File: config.mk
export PLATFORM = sky130hd
export DESIGN_NAME = led_sequencer
export DESIGN_NICKNAME = d
export VERILOG_FILES = /design/src/rtl/led_seq_pkg.sv /design/src/rtl/led_sequencer_tick_divider.sv /design/src/rtl/led_sequencer.sv
export SDC_FILE = /design/constraint.sdc
export NUM_CORES = 1
export LEC_CHECK = 0
export CORE_MARGIN = 1.5
export CORE_UTILIZATION = 56
export CTS_CLUSTER_DIAMETER = 80
export DETAILED_ROUTE_END_ITERATION = 8
export DONT_BUFFER_PORTS = 1
export HOLD_SLACK_MARGIN = 0.03
export PLACE_DENSITY = 0.8
export SETUP_SLACK_MARGIN = 0.1
export SYNTH_ARGS = -nofsm -noshare
export SYNTH_HDL_FRONTEND = slang
export SYNTH_HIERARCHICAL = 1
export SYNTH_SLANG_ARGS = --single-unit
File: constraint.sdc
create_clock -name clk -period 2.6 [get_ports clk]
set_clock_uncertainty 0.15 [all_clocks]
set_input_delay 0.39 -clock clk [delete_from_list [all_inputs] [get_ports clk]]
set_output_delay 0.39 -clock clk [all_outputs]
set_load 0.02 [all_outputs]
File: src/rtl/led_seq_pkg.sv
// led_seq_pkg: shared types and constants for the LED ring/bar sequencer.
//   state_t   - top-level mode (IDLE, SWEEP, FLASH, KO)
//   dir_t     - sweep travel direction
//   LED_W     - number of LEDs on the bar
//   LED_OFF / LED_ALL - whole-bar patterns
//   pos_to_led - one-hot LED pattern for a sweep position
package led_seq_pkg;

  localparam int LED_W = 5;

  typedef enum logic [1:0] {
    IDLE  = 2'd0,
    SWEEP = 2'd1,
    FLASH = 2'd2,
    KO    = 2'd3
  } state_t;

  typedef enum logic {
    DIR_DOWN = 1'b0,
    DIR_UP   = 1'b1
  } dir_t;

  localparam logic [LED_W-1:0] LED_OFF  = '0;
  localparam logic [LED_W-1:0] LED_ALL  = '1;
  localparam logic [2:0]       POS_LAST = 3'(LED_W - 1);

  function automatic logic [LED_W-1:0] pos_to_led(input logic [2:0] pos);
    pos_to_led = LED_W'(1) << pos;
  endfunction

endpackage

File: src/rtl/led_sequencer_tick_divider.sv
// tick_divider: prescaler producing a one-cycle tick every div cycles.
//   clk, rst_n - clock and asynchronous active-low reset
//   clear      - synchronous restart; the cycle after clear is count 0
//   div        - divide value (>= 1), may change only together with clear
//   tick       - high during the last cycle of each div-cycle period
module tick_divider #(
  parameter int W = 4
) (
  input  logic         clk,
  input  logic         rst_n,
  input  logic         clear,
  input  logic [W-1:0] div,
  output logic         tick
);

  logic [W-1:0] cnt_reg;

  // ">=" keeps the counter from running away if div ever shrinks mid-count.
  assign tick = (cnt_reg >= div - W'(1));

  always_ff @(posedge clk or negedge rst_n) begin
    if (!rst_n) begin
      cnt_reg <= '0;
    end else if (clear || tick) begin
      cnt_reg <= '0;
    end else begin
      cnt_reg <= cnt_reg + W'(1);
    end
  end

endmodule

File: src/rtl/led_sequencer.sv
// led_sequencer: mode controller for the 5-LED bar.
//   clk, rst_n - clock and asynchronous active-low reset
//   start      - pulse, begin sweep from IDLE
//   stop       - pulse, return to IDLE from any state
//   hit_req    - pulse, flash the bar (accepted only while sweeping)
//   ko_req     - pulse, light the bar steadily (from SWEEP or FLASH)
//   led        - registered LED drive, bit 0 is the first LED
//   busy       - registered, high whenever not IDLE
//   hit_ack    - registered one-cycle pulse on FLASH entry
module led_sequencer
  import led_seq_pkg::*;
#(
  parameter int STEP_DIV    = 4,
  parameter int FLASH_DIV   = 4,
  parameter int FLASH_COUNT = 3
) (
  input  logic             clk,
  input  logic             rst_n,
  input  logic             start,
  input  logic             stop,
  input  logic             hit_req,
  input  logic             ko_req,
  output logic [LED_W-1:0] led,
  output logic             busy,
  output logic             hit_ack
);

  localparam int MAX_DIV = (STEP_DIV > FLASH_DIV) ? STEP_DIV : FLASH_DIV;
  localparam int DW      = $clog2(MAX_DIV) + 1;
  localparam int PW      = $clog2(2 * FLASH_COUNT);
  localparam logic [PW-1:0] PHASE_LAST = PW'(2 * FLASH_COUNT - 1);

  state_t           state_reg, state_next;
  logic [2:0]       pos_reg, pos_next;
  dir_t             dir_reg, dir_next;
  logic [PW-1:0]    phase_reg, phase_next;
  logic [LED_W-1:0] led_next;
  logic             busy_next;
  logic             hit_ack_next;

  logic             tick;
  logic             div_clear;
  logic [DW-1:0]    div_sel;

  // The divider restarts on every state change, so div_sel only needs to
  // reflect the state currently being timed.
  assign div_sel   = (state_reg == FLASH) ? DW'(FLASH_DIV) : DW'(STEP_DIV);
  assign div_clear = (state_next != state_reg);

  tick_divider #(
    .W (DW)
  ) u_tick_divider (
    .clk   (clk),
    .rst_n (rst_n),
    .clear (div_clear),
    .div   (div_sel),
    .tick  (tick)
  );

  always_ff @(posedge clk or negedge rst_n) begin
    if (!rst_n) begin
      state_reg <= IDLE;
      pos_reg   <= 3'd0;
      dir_reg   <= DIR_UP;
      phase_reg <= '0;
      led       <= LED_OFF;
      busy      <= 1'b0;
      hit_ack   <= 1'b0;
    end else begin
      state_reg <= state_next;
      pos_reg   <= pos_next;
      dir_reg   <= dir_next;
      phase_reg <= phase_next;
      led       <= led_next;
      busy      <= busy_next;
      hit_ack   <= hit_ack_next;
    end
  end

  always_comb begin
    state_next   = state_reg;
    pos_next     = pos_reg;
    dir_next     = dir_reg;
    phase_next   = phase_reg;
    hit_ack_next = 1'b0;

    if (stop) begin
      // stop outranks everything and discards the sweep context.
      state_next = IDLE;
      pos_next   = 3'd0;
      dir_next   = DIR_UP;
      phase_next = '0;
    end else begin
      case (state_reg)
        IDLE: begin
          if (start) begin
            state_next = SWEEP;
            pos_next   = 3'd0;
            dir_next   = DIR_UP;
          end
        end
        SWEEP: begin
          if (ko_req) begin
            state_next = KO;
            phase_next = '0;
          end else if (hit_req) begin
            state_next   = FLASH;
            phase_next   = '0;
            hit_ack_next = 1'b1;
          end else if (tick) begin
            // Bounce turns around in a single step, so the end positions
            // dwell no longer than the middle ones.
            if (dir_reg == DIR_UP) begin
              if (pos_reg == POS_LAST) begin
                pos_next = pos_reg - 3'd1;
                dir_next = DIR_DOWN;
              end else begin
                pos_next = pos_reg + 3'd1;
              end
            end else begin
              if (pos_reg == 3'd0) begin
                pos_next = 3'd1;
                dir_next = DIR_UP;
              end else begin
                pos_next = pos_reg - 3'd1;
              end
            end
          end
        end
        FLASH: begin
          if (ko_req) begin
            state_next = KO;
            phase_next = '0;
          end else if (tick) begin
            if (phase_reg == PHASE_LAST) begin
              // pos/dir were left untouched, so the sweep resumes in place.
              state_next = SWEEP;
              phase_next = '0;
            end else begin
              phase_next = phase_reg + PW'(1);
            end
          end
        end
        KO: begin
          // Only stop leaves KO; handled above.
        end
        default: begin
          state_next = IDLE;
        end
      endcase
    end

    // Outputs are derived from the next state so they are registered
    // alongside it and appear right after the deciding edge.
    led_next = LED_OFF;
    case (state_next)
      IDLE:    led_next = LED_OFF;
      SWEEP:   led_next = pos_to_led(pos_next);
      FLASH:   led_next = phase_next[0] ? LED_OFF : LED_ALL;
      KO:      led_next = LED_ALL;
      default: led_next = LED_OFF;
    endcase
    busy_next = (state_next != IDLE);
  end

endmodule

# Word level (Yosys, flattened, before mapping)
# Cells that the tools add are included.
totals:
  elab_cells: 78
  register_bits: 19
  in_bits: 6
op_classes:
  n_reduce_logical: 9
  n_eq_ne: 14
  n_addsub: 4
  n_mux: 40
  n_shift: 1
  order_cmp: 1
ops:
  columns: ["operator", "n"]
  rows:
  - ["2-to-1 mux 3 bit", 15]
  - ["one-hot mux 5 bit (4 select lines)", 1]
  - ["2-to-1 mux 2 bit", 7]
  - ["2-to-1 mux 1 bit", 12]
  - ["one-hot mux 3 bit (2 select lines)", 2]
  - ["adder 3 x 1 -> 3 bit, second input constant", 3]
  - ["!= test 3 bit, second input constant", 3]
  - ["equality test 2 bit, second input constant", 3]
  - ["equality test 3 bit, second input constant", 2]
  - ["one-hot mux 2 bit (3 select lines)", 1]
  - ["nonzero test 3 bit", 2]
  - ["2-to-1 mux 5 bit", 1]
  - ["AND reduction 5 bit", 1]
  - ["left shift 1 x 3 -> 5 bit, first input constant", 1]
  - ["equality test 2 x 1 -> 1 bit, second input constant", 2]
  - ["zero test 2 bit", 2]
  - ["!= test 4 x 3 -> 1 bit, second input constant", 1]
  - ["!= test 4 bit, second input constant", 1]
  - ["greater-or-equal comparator 3 x 2 -> 1 bit, second input constant", 1]
  - ["zero test 3 bit", 1]
  - ["!= test 3 x 2 -> 1 bit, second input constant", 1]
  - ["AND reduction 3 bit", 1]
  - ["subtractor 3 x 1 -> 3 bit, second input constant", 1]
  - ["!= test 2 bit", 1]
  - ["other kinds (3)", 3]

# Longest topological paths before layout
# Gate-level depths: netlist of the first run.
depth:
  ltp_word: 10
  mapped_depth: 12
  depth_no_buf: 12

# Hierarchy
# Netlist of the first run, hierarchy kept.
modules_own_cells:
  columns: ["module", "instances", "cells_per_inst", "area_per_inst_um2"]
  rows:
  - ["led_sequencer", 1, 123, 1121.1]
  - ["tick_divider", 1, 20, 229.0]

# Least setup slack after synthesis of the first run
# Ideal clock, no wire load.
synth_timing:
  path_type: "register -> register"
  from: "reg u_tick_divider.cnt_reg[0]"
  to: "reg u_tick_divider.cnt_reg[0]"
  n_path_buf: 0
  path_stages_with_launch: 11
  setup_slack_ns: -0.001
  synth_period_minus_slack_ns: 2.601
  t_arrival_ns: 2.365
  required_time_ns: 2.364
  path_cell_list: "dfrtp_1 inv_1 ha_1 nor2b_4 o21ai_2 nand4b_1 a21bo_2 a31oi_1 mux2_2 a311o_1 nor3_1"
synth_between:
  elab_chain_cells: 8
  word_cells_on_any_way: 9
  classes_between: "1 x add/sub; 1 x order compare; 1 x eq/ne; 5 x mux; 1 x reduce/logical"
synth_rtl:
  columns: ["element", "line_no", "rtl"]
  rows:
  - ["from (decl)", "led_sequencer_tick_divider.sv:16", "logic [W-1:0] cnt_reg;"]
  - ["from (signal assigned)", "led_sequencer_tick_divider.sv:27", "cnt_reg <= cnt_reg + W'(1);"]
  - ["greater-or-equal comparator 3 x 2 -> 1 bit", "led_sequencer_tick_divider.sv:19", "assign tick = (cnt_reg >= div - W'(1));"]
  - ["net tick", "led_sequencer.sv:41", "logic tick;"]
  - ["2-to-1 mux 2 bit", "led_sequencer.sv:134", "end else if (tick) begin"]
  - ["2-to-1 mux 2 bit", "led_sequencer.sv:131", "if (ko_req) begin"]
  - ["one-hot mux 2 bit (3 select lines)", "led_sequencer.sv:94", "case (state_reg)"]
  - ["2-to-1 mux 2 bit", "led_sequencer.sv:87", "if (stop) begin"]
  - ["!= test 2 bit", "led_sequencer.sv:48", "assign div_clear = (state_next != state_reg);"]
  - ["net div_clear", "led_sequencer.sv:42", "logic div_clear;"]
  - ["logical OR 1 bit", "led_sequencer_tick_divider.sv:24", "end else if (clear || tick) begin"]
  - ["2-to-1 mux 3 bit", "led_sequencer_tick_divider.sv:24", null]
# The timed path passes the listed nets, and every way through them passes these cells.
# A chain may end at the register's enable or synchronous reset.

# Worst setup path in the final report of the first run
layout_timing:
  from: "reg u_tick_divider.cnt_reg[2]"
  to: "reg u_tick_divider.cnt_reg[1]"
# The elaborated chain is that of the path after synthesis.

==> results.json, run 1 <==
{
  "status": "completed",
  "arrival_ns": 2.65,
  "crit_path_start_kind": "flop",
  "grt_start_max_net_pins": 20,
  "syn_to_final_growth_pct": 25.2,
  "yosysSeqAreaShare": 0.353,
  "setup_ws_ns": 0.00944,
  "ys_ff_latch": 19,
  "ir_worst_vdd_v": 0.000718,
  "worst_pin_slew_ns": 0.835,
  "regToRegSetupSlack_ns": 0.009,
  "synth_enable_flop_cells": 0,
  "r2r_end": "u_tick_divider/cnt_reg[1]$_DFF_PN0_",
  "slew_headroom": 0.441,
  "registers.top_by_ff_count": "led",
  "path_class": "reg2reg",
  "setup_violations": 0,
  "synth_compound_gate_area_share": 0.231,
  "synth_ff_type": "dfrtp_1",
  "yosysMostFrequentCell": "dfrtp_1",
  "multi_input_area_um2": 943,
  "fin_util": 0.750,
  "dp.cells": 171,
  "yosysWarnings": 6,
  "row_count": 17,
  "total_power_mw": 1.51,
  "synthTopCellsByCount": "dfrtp_1, inv_1, ha_1",
  "cp-end-kind": "flop",
  "endpoint": "u_tick_divider/cnt_reg[1]$_DFF_PN0_",
  "die_height_um": 52.1,
  "insertion_delay_ns": 0.31,
  "cts_tree": "done",
  "numCtsBuffers": 3,
  "worstPathRequired_ns": 2.66,
  "antenna_found_initial": 0,
  "min_period_over_period": 0.996,
  "grt_util_all_layers": 0.248,
  "whs_ns": 0.0785,
  "yosysTopAreaCell": "dfrtp_1",
  "powerDensity_nw_per_um2": 894,
  "synth_top_family_by_area": "compound AO/OA/AOI/OAI gates",
  "avgSynthCellArea_um2": 9.44,
  "final_area_um2": 1690,
  "ios": 13,
  "grt_pass1_wl_mm": 4.98,
  "crit_fanout": 4,
  "ant_nets": 0,
  "post-place-ws_ns": -0.0847,
  "drt-pass1-iter-count": 4,
  "gp_congestion": 0.839,
  "synth_xor_xnor_area_share": 0.0195,
  "drc": 0,
  "slew_violations": 0,
  "fin_tns_setup_ns": 0,
  "synthAdderAreaFrac": 0.111,
  "core_area_um2": 2250,
  "dieWidth_um": 52.1,
  "async_reset_ff_frac": 1.00,
  "drtIter0Drc": 25,
  "root_buffer": "clkbuf_4",
  "largest_reg_flops": 5,
  "cts_buffer_depth": 2,
  "hold_violations": 0,
  "placedInstanceArea_um2": 1430,
  "drt_wl_total_mm": 3.18,
  "post-route-min-period_ns": 2.59,
  "min_path_type": "in2reg",
  "synthCells": 143,
  "routedWlPerCell_um": 16.6,
  "grt-ovfl-total": 0,
  "synth.top_cells.by_area": "dfrtp_1, ha_1, inv_1",
  "reg2regPathDepth": 9,
  "cts_sinks": 19,
  "yosys.area.top_type_share": 0.334,
  "hpwlAfterDp_mm": 2.05,
  "grt_setup_unrepaired": "yes",
  "clk_pin_slew_ns": 0.12,
  "vias": 1122,
  "dieArea_um2": 2710,
  "io_buffers": 0,
  "n_antenna_cell": 0,
  "synth-simple-area-share": 0.193,
  "muxShareOfSynthArea": 0.0315,
  "vias_per_cell": 5.87,
  "grt_pass1_vias": 1083,
  "fin_cells": 191,
  "initial_core_util": 0.599,
  "regArea_um2": 477,
  "min_from": "hit_req",
  "synth_area_um2": 1350,
  "final_nets": 182,
  "cts_htree_levels": 1,
  "clock.fmax_mhz": 386,
  "startpoint": "u_tick_divider/cnt_reg[2]$_DFF_PN0_",
  "cellLeakagePower_nw": 0.731,
  "drv_cap": 0,
  "fillers": 159,
  "reg2reg_from": "u_tick_divider/cnt_reg[2]$_DFF_PN0_",
  "drive_gt1_frac": 0.288,
  "yosysUniqueCellTypes": 48
}
[worst min-delay path by stage]
stage	slack, ns	end	cells after the start
CTS	0.04	dir_reg$_DFFE_PN1P_	1
detailed placement	-0.06	led[2]$_DFF_PN0_	0
global route	0.07	hit_ack$_DFF_PN0_	1
global placement	-0.06	pos_reg[2]$_DFF_PN0_	0
floorplan	-0.06	busy$_DFF_PN0_	0
finish	0.08	hit_ack$_DFF_PN0_	1
[kinds of logic after synthesis]
logic type | count (synthesis)
other | 2
AND/OR/NAND/NOR | 44
adder cells (fa/ha/maj) | 12
buffers and inverters | 18
flip-flops | 19
XOR/XNOR | 3
AO/OA/AOI/OAI | 41
multiplexers | 4
[cell usage in the layout, fill, tap and decap left out, drive strengths merged, types with 2 or more instances in the layout]
cell	n
dfrtp	18
buf	14
inv	14
ha	12
nand2	11
o21ai	9
nor2	7
nand2b	6
dlygate4sd3	5
a21oi	5
nor2b	4
nor3b	4
a31oi	4
o211ai	3
xnor2	3
o22ai	3
clkbuf	3
conb	3
a21o	3
or2	3
o31ai	3
nor3	3
or3b	2
mux2i	2
o41a	2
mux2	2
[final cells by class]
| type | count | share of cell area |
|---|---|---|
| Clock buffer | 3 | 0.0133 |
| Timing Repair Buffer | 19 | 0.0918 |
| Sequential cell | 19 | 0.282 |
| Multi-Input combinational cell | 107 | 0.558 |
| Inverter | 14 | 0.0311 |
| Clock inverter | 1 | 0.00296 |
| Tap cell | 28 | 0.0207 |
[what timing repair did]
action | in CTS | in global routing
pin swaps | 3 | 10
hold buffers | 4 | 1
endpoints found under the setup margin | 9 | 11
hold endpoints to repair | 23 | 1
gates resized for setup | 3 | 16
buffers inserted | 5 | 6
[routing by layer]
metal	vias up	routed length (um)	track usage
li1	548	-	-
met1	537	1350	0.312
met2	33	1620	0.447
met3	4	169	0.0374
met4	0	43	0.0526
met5	-	0	0
[where the power goes]
group	switching, mW	internal (mW)	total [mW]
clock network	0.0933	0.0573	0.151
logic	0.459	0.423	0.882
registers	0.113	0.366	0.479
total	0.665	0.847	1.51
[critical path, stage by stage (launching register included)]
cell,delay (ns)
dfrtp_1,0.42
ha_4,0.29
nand2_2,0.06
o21ai_4,0.16
nand4b_1,0.15
a21bo_2,0.26
a31oi_4,0.15
mux2_4,0.31
a311o_1,0.34
nor3b_2,0.21
Power figures use the tool's default switching activity.
==> run 2, diff against run 1 <==
SYNTH_HIERARCHICAL = default   (was 1)
==> run 2 against run 1 <==
Compared with the run above:
- routed wire length shrank 9.2%
- via count shrank 3.7%
- combinational power shrank 21%
- global-route usage shrank 0.094 points
- setup slack gained 0.20 ns
- flip-flop and latch count is the same
- sequential power shrank 2%
- critical path depth shrank 2
- fmax grew 8.3%
- clock power is essentially flat
- sequential share of layout area grew 4.2 points
- critical path type unchanged
==> results.json, run 2 <==
{
  "cts_buffer_depth": 2,
  "yosysTopAreaCell": "dfrtp_1",
  "path_class": "reg2reg",
  "syn_to_final_growth_pct": 10.9,
  "avgSynthCellArea_um2": 9.92,
  "min_period_over_period": 0.920,
  "busiest_layer": "met2",
  "syn_nets": 149,
  "dieWidth_um": 51.7,
  "synth.top_cells.by_area": "dfrtp_1, ha_1, inv_1",
  "final_nets": 160,
  "yosysSeqAreaShare": 0.359,
  "synth_enable_flop_cells": 0,
  "vias": 1080,
  "drv_cap": 0,
  "drtIter0Drc": 26,
  "row_count": 17,
  "synth_area_um2": 1330,
  "synthTopCellsByCount": "dfrtp_1, inv_1, nand2_1",
  "hold_violations": 0,
  "die_height_um": 51.7,
  "grt-ovfl-total": 0,
  "synth_xor_xnor_area_share": 0.00659,
  "cp-end-kind": "flop",
  "dieArea_um2": 2670,
  "status": "completed",
  "routedWlPerCell_um": 16.8,
  "placedInstanceArea_um2": 1350,
  "fin_tns_setup_ns": 0,
  "drt_wl_total_mm": 2.89,
  "drt-pass1-iter-count": 4,
  "registers.top_by_ff_count": "led",
  "synth-simple-area-share": 0.163,
  "multi_input_area_um2": 807,
  "ir_worst_vdd_v": 0.000670,
  "synth_compound_gate_area_share": 0.302,
  "layout_commonest_cell": "dfrtp_1",
  "yosysMostFrequentCell": "dfrtp_1",
  "gp_congestion": 0.875,
  "post-place-ws_ns": 0.137,
  "slew_violations": 0,
  "fin_util": 0.660,
  "worst_pin_slew_ns": 0.854,
  "grt_pass1_vias": 1051,
  "async_reset_ff_frac": 1.00,
  "muxShareOfSynthArea": 0.0235,
  "drive_gt1_frac": 0.222,
  "total_power_mw": 1.31,
  "clk_pin_slew_ns": 0.11,
  "worstPathRequired_ns": 2.63,
  "crit_fanout": 7,
  "grt_util_all_layers": 0.247,
  "root_buffer": "clkbuf_4",
  "setup_violations": 0,
  "min_path_type": "in2reg",
  "drc": 0,
  "regArea_um2": 478,
  "path_cells": "ha_1 > ha_1 > a211o_4 > nand3_2 > a41oi_4 > o31ai_4 > o21ai_1",
  "yosysUniqueCellTypes": 50,
  "ys_ff_latch": 19,
  "gr-usage-met2": 0.408,
  "initial_core_util": 0.595,
  "core_area_um2": 2230,
  "cts_sinks": 19,
  "yosysWarnings": 0,
  "arrival_ns": 2.42,
  "vias_per_cell": 6.28,
  "setup_ws_ns": 0.209,
  "worst-path-buf-inv": 0,
  "slowest_stage": "dfrtp_2",
  "grt_use_met3": 0.0345,
  "cpPeakStageDelay_ns": 0.44,
  "synthAdderAreaFrac": 0.0847,
  "crit_path_start_kind": "flop",
  "slew_headroom": 0.429,
  "n_antenna_cell": 0,
  "final_area_um2": 1470,
  "cellLeakagePower_nw": 0.613,
  "grt_setup_unrepaired": "no",
  "fillers": 168,
  "grt_start_max_net_pins": 20,
  "gr-usage-met1": 0.320,
  "antenna_found_initial": 0,
  "fin_cells": 172,
  "synth_top_family_by_area": "compound AO/OA/AOI/OAI gates",
  "mostFrequentLayoutCells": "dfrtp_1, inv_1, nand2_1",
  "post-route-min-period_ns": 2.39,
  "cpMostUsedCell": "ha_1",
  "synth_ff_type": "dfrtp_1",
  "cts_htree_levels": 1,
  "hpwlAfterDp_mm": 2.03,
  "clock.fmax_mhz": 418,
  "ios": 13,
  "path_delay_family": "compound AO/OA/AOI/OAI gates",
  "insertion_delay_ns": 0.30,
  "powerDensity_nw_per_um2": 891,
  "numCtsBuffers": 3,
  "ant_nets": 0,
  "dp.cells": 161,
  "synthCells": 134,
  "whs_ns": 0.0884,
  "yosys.area.top_type_share": 0.339,
  "largest_reg_flops": 5,
  "grt_pass1_wl_mm": 4.86,
  "io_buffers": 0,
  "cts_tree": "done"
}
run 2: cell types whose count changed after synthesis, moves of 3 or more:
cell	delta
clkbuf_1	-3
nor2_1	-4
a21oi_1	+4
nor3_1	+4
nand2b_1	-5
a31oi_1	-3
ha_1	-3
run 2: layout make-up:
type,instances,share of cell area
well taps,28,0.0238
inverters,13,0.0331
flip-flops and latches,19,0.324
repair buffers,9,0.0526
clock inverters,1,0.00340
clock buffers,3,0.0153
multi-input cells,99,0.548
run 2: logic make-up after synthesis:
family / count (synthesis)
xor+xnor: 1
mux: 3
buf+inv: 16
simple gates: 40
flops: 19
fa+ha+maj: 9
compound gates: 46
run 2: worst reg2reg max path: cells and delay by family, from the launching register on:
kind                       cells  cell delay [ns]
AOI/OAI and AO/OA              4             1.12
DFF                            1             0.44
adders and majority gates      2             0.44
and+or+nand+nor                1             0.12
run 2: power by group:
| part | switching (mW) | total, mW | internal (mW) |
|---|---|---|---|
| clock | 0.0945 | 0.152 | 0.0574 |
| sequential | 0.0983 | 0.468 | 0.370 |
| combinational | 0.405 | 0.694 | 0.289 |
run 2: path summary, 6_finish.rpt:
kind,cells past startpoint,to,slack (ns),from
worst max-delay path,7,led[3]$_DFF_PN0_,0.21,u_tick_divider.cnt_reg[0]$_DFF_PN0_
worst min-delay path,2,led[4]$_DFF_PN0_,0.09,stop
worst max register to register,7,led[3]$_DFF_PN0_,0.21,u_tick_divider.cnt_reg[0]$_DFF_PN0_
worst min register to register,1,u_tick_divider.cnt_reg[0]$_DFF_PN0_,0.34,u_tick_divider.cnt_reg[0]$_DFF_PN0_
max in group asynchronous,1,u_tick_divider.cnt_reg[0]$_DFF_PN0_,1.25,rst_n
min in group asynchronous,1,phase_reg[1]$_DFFE_PN0P_,0.48,rst_n
run 2: repair_timing:
action | 4_1_cts | 5_1_grt
endpoints found under the setup margin | 0 | 7
resized for setup | 0 | 9
setup buffers | 0 | 3
hold endpoints to repair | 24 | 0
hold buffers | 4 | 0
run 2: metal layers:
layer	share of wire	vias up
li1	-	517
met1	0.44	523
met2	0.50	32
met3	0.040	8
met4	0.020	0
met5	0	-
==> run 3, diff against run 2 <==
TNS_END_PERCENT = 100   (was default)
==> results of run 3 <==
The final DEF is identical to that of run 2; final timing and power are the same.
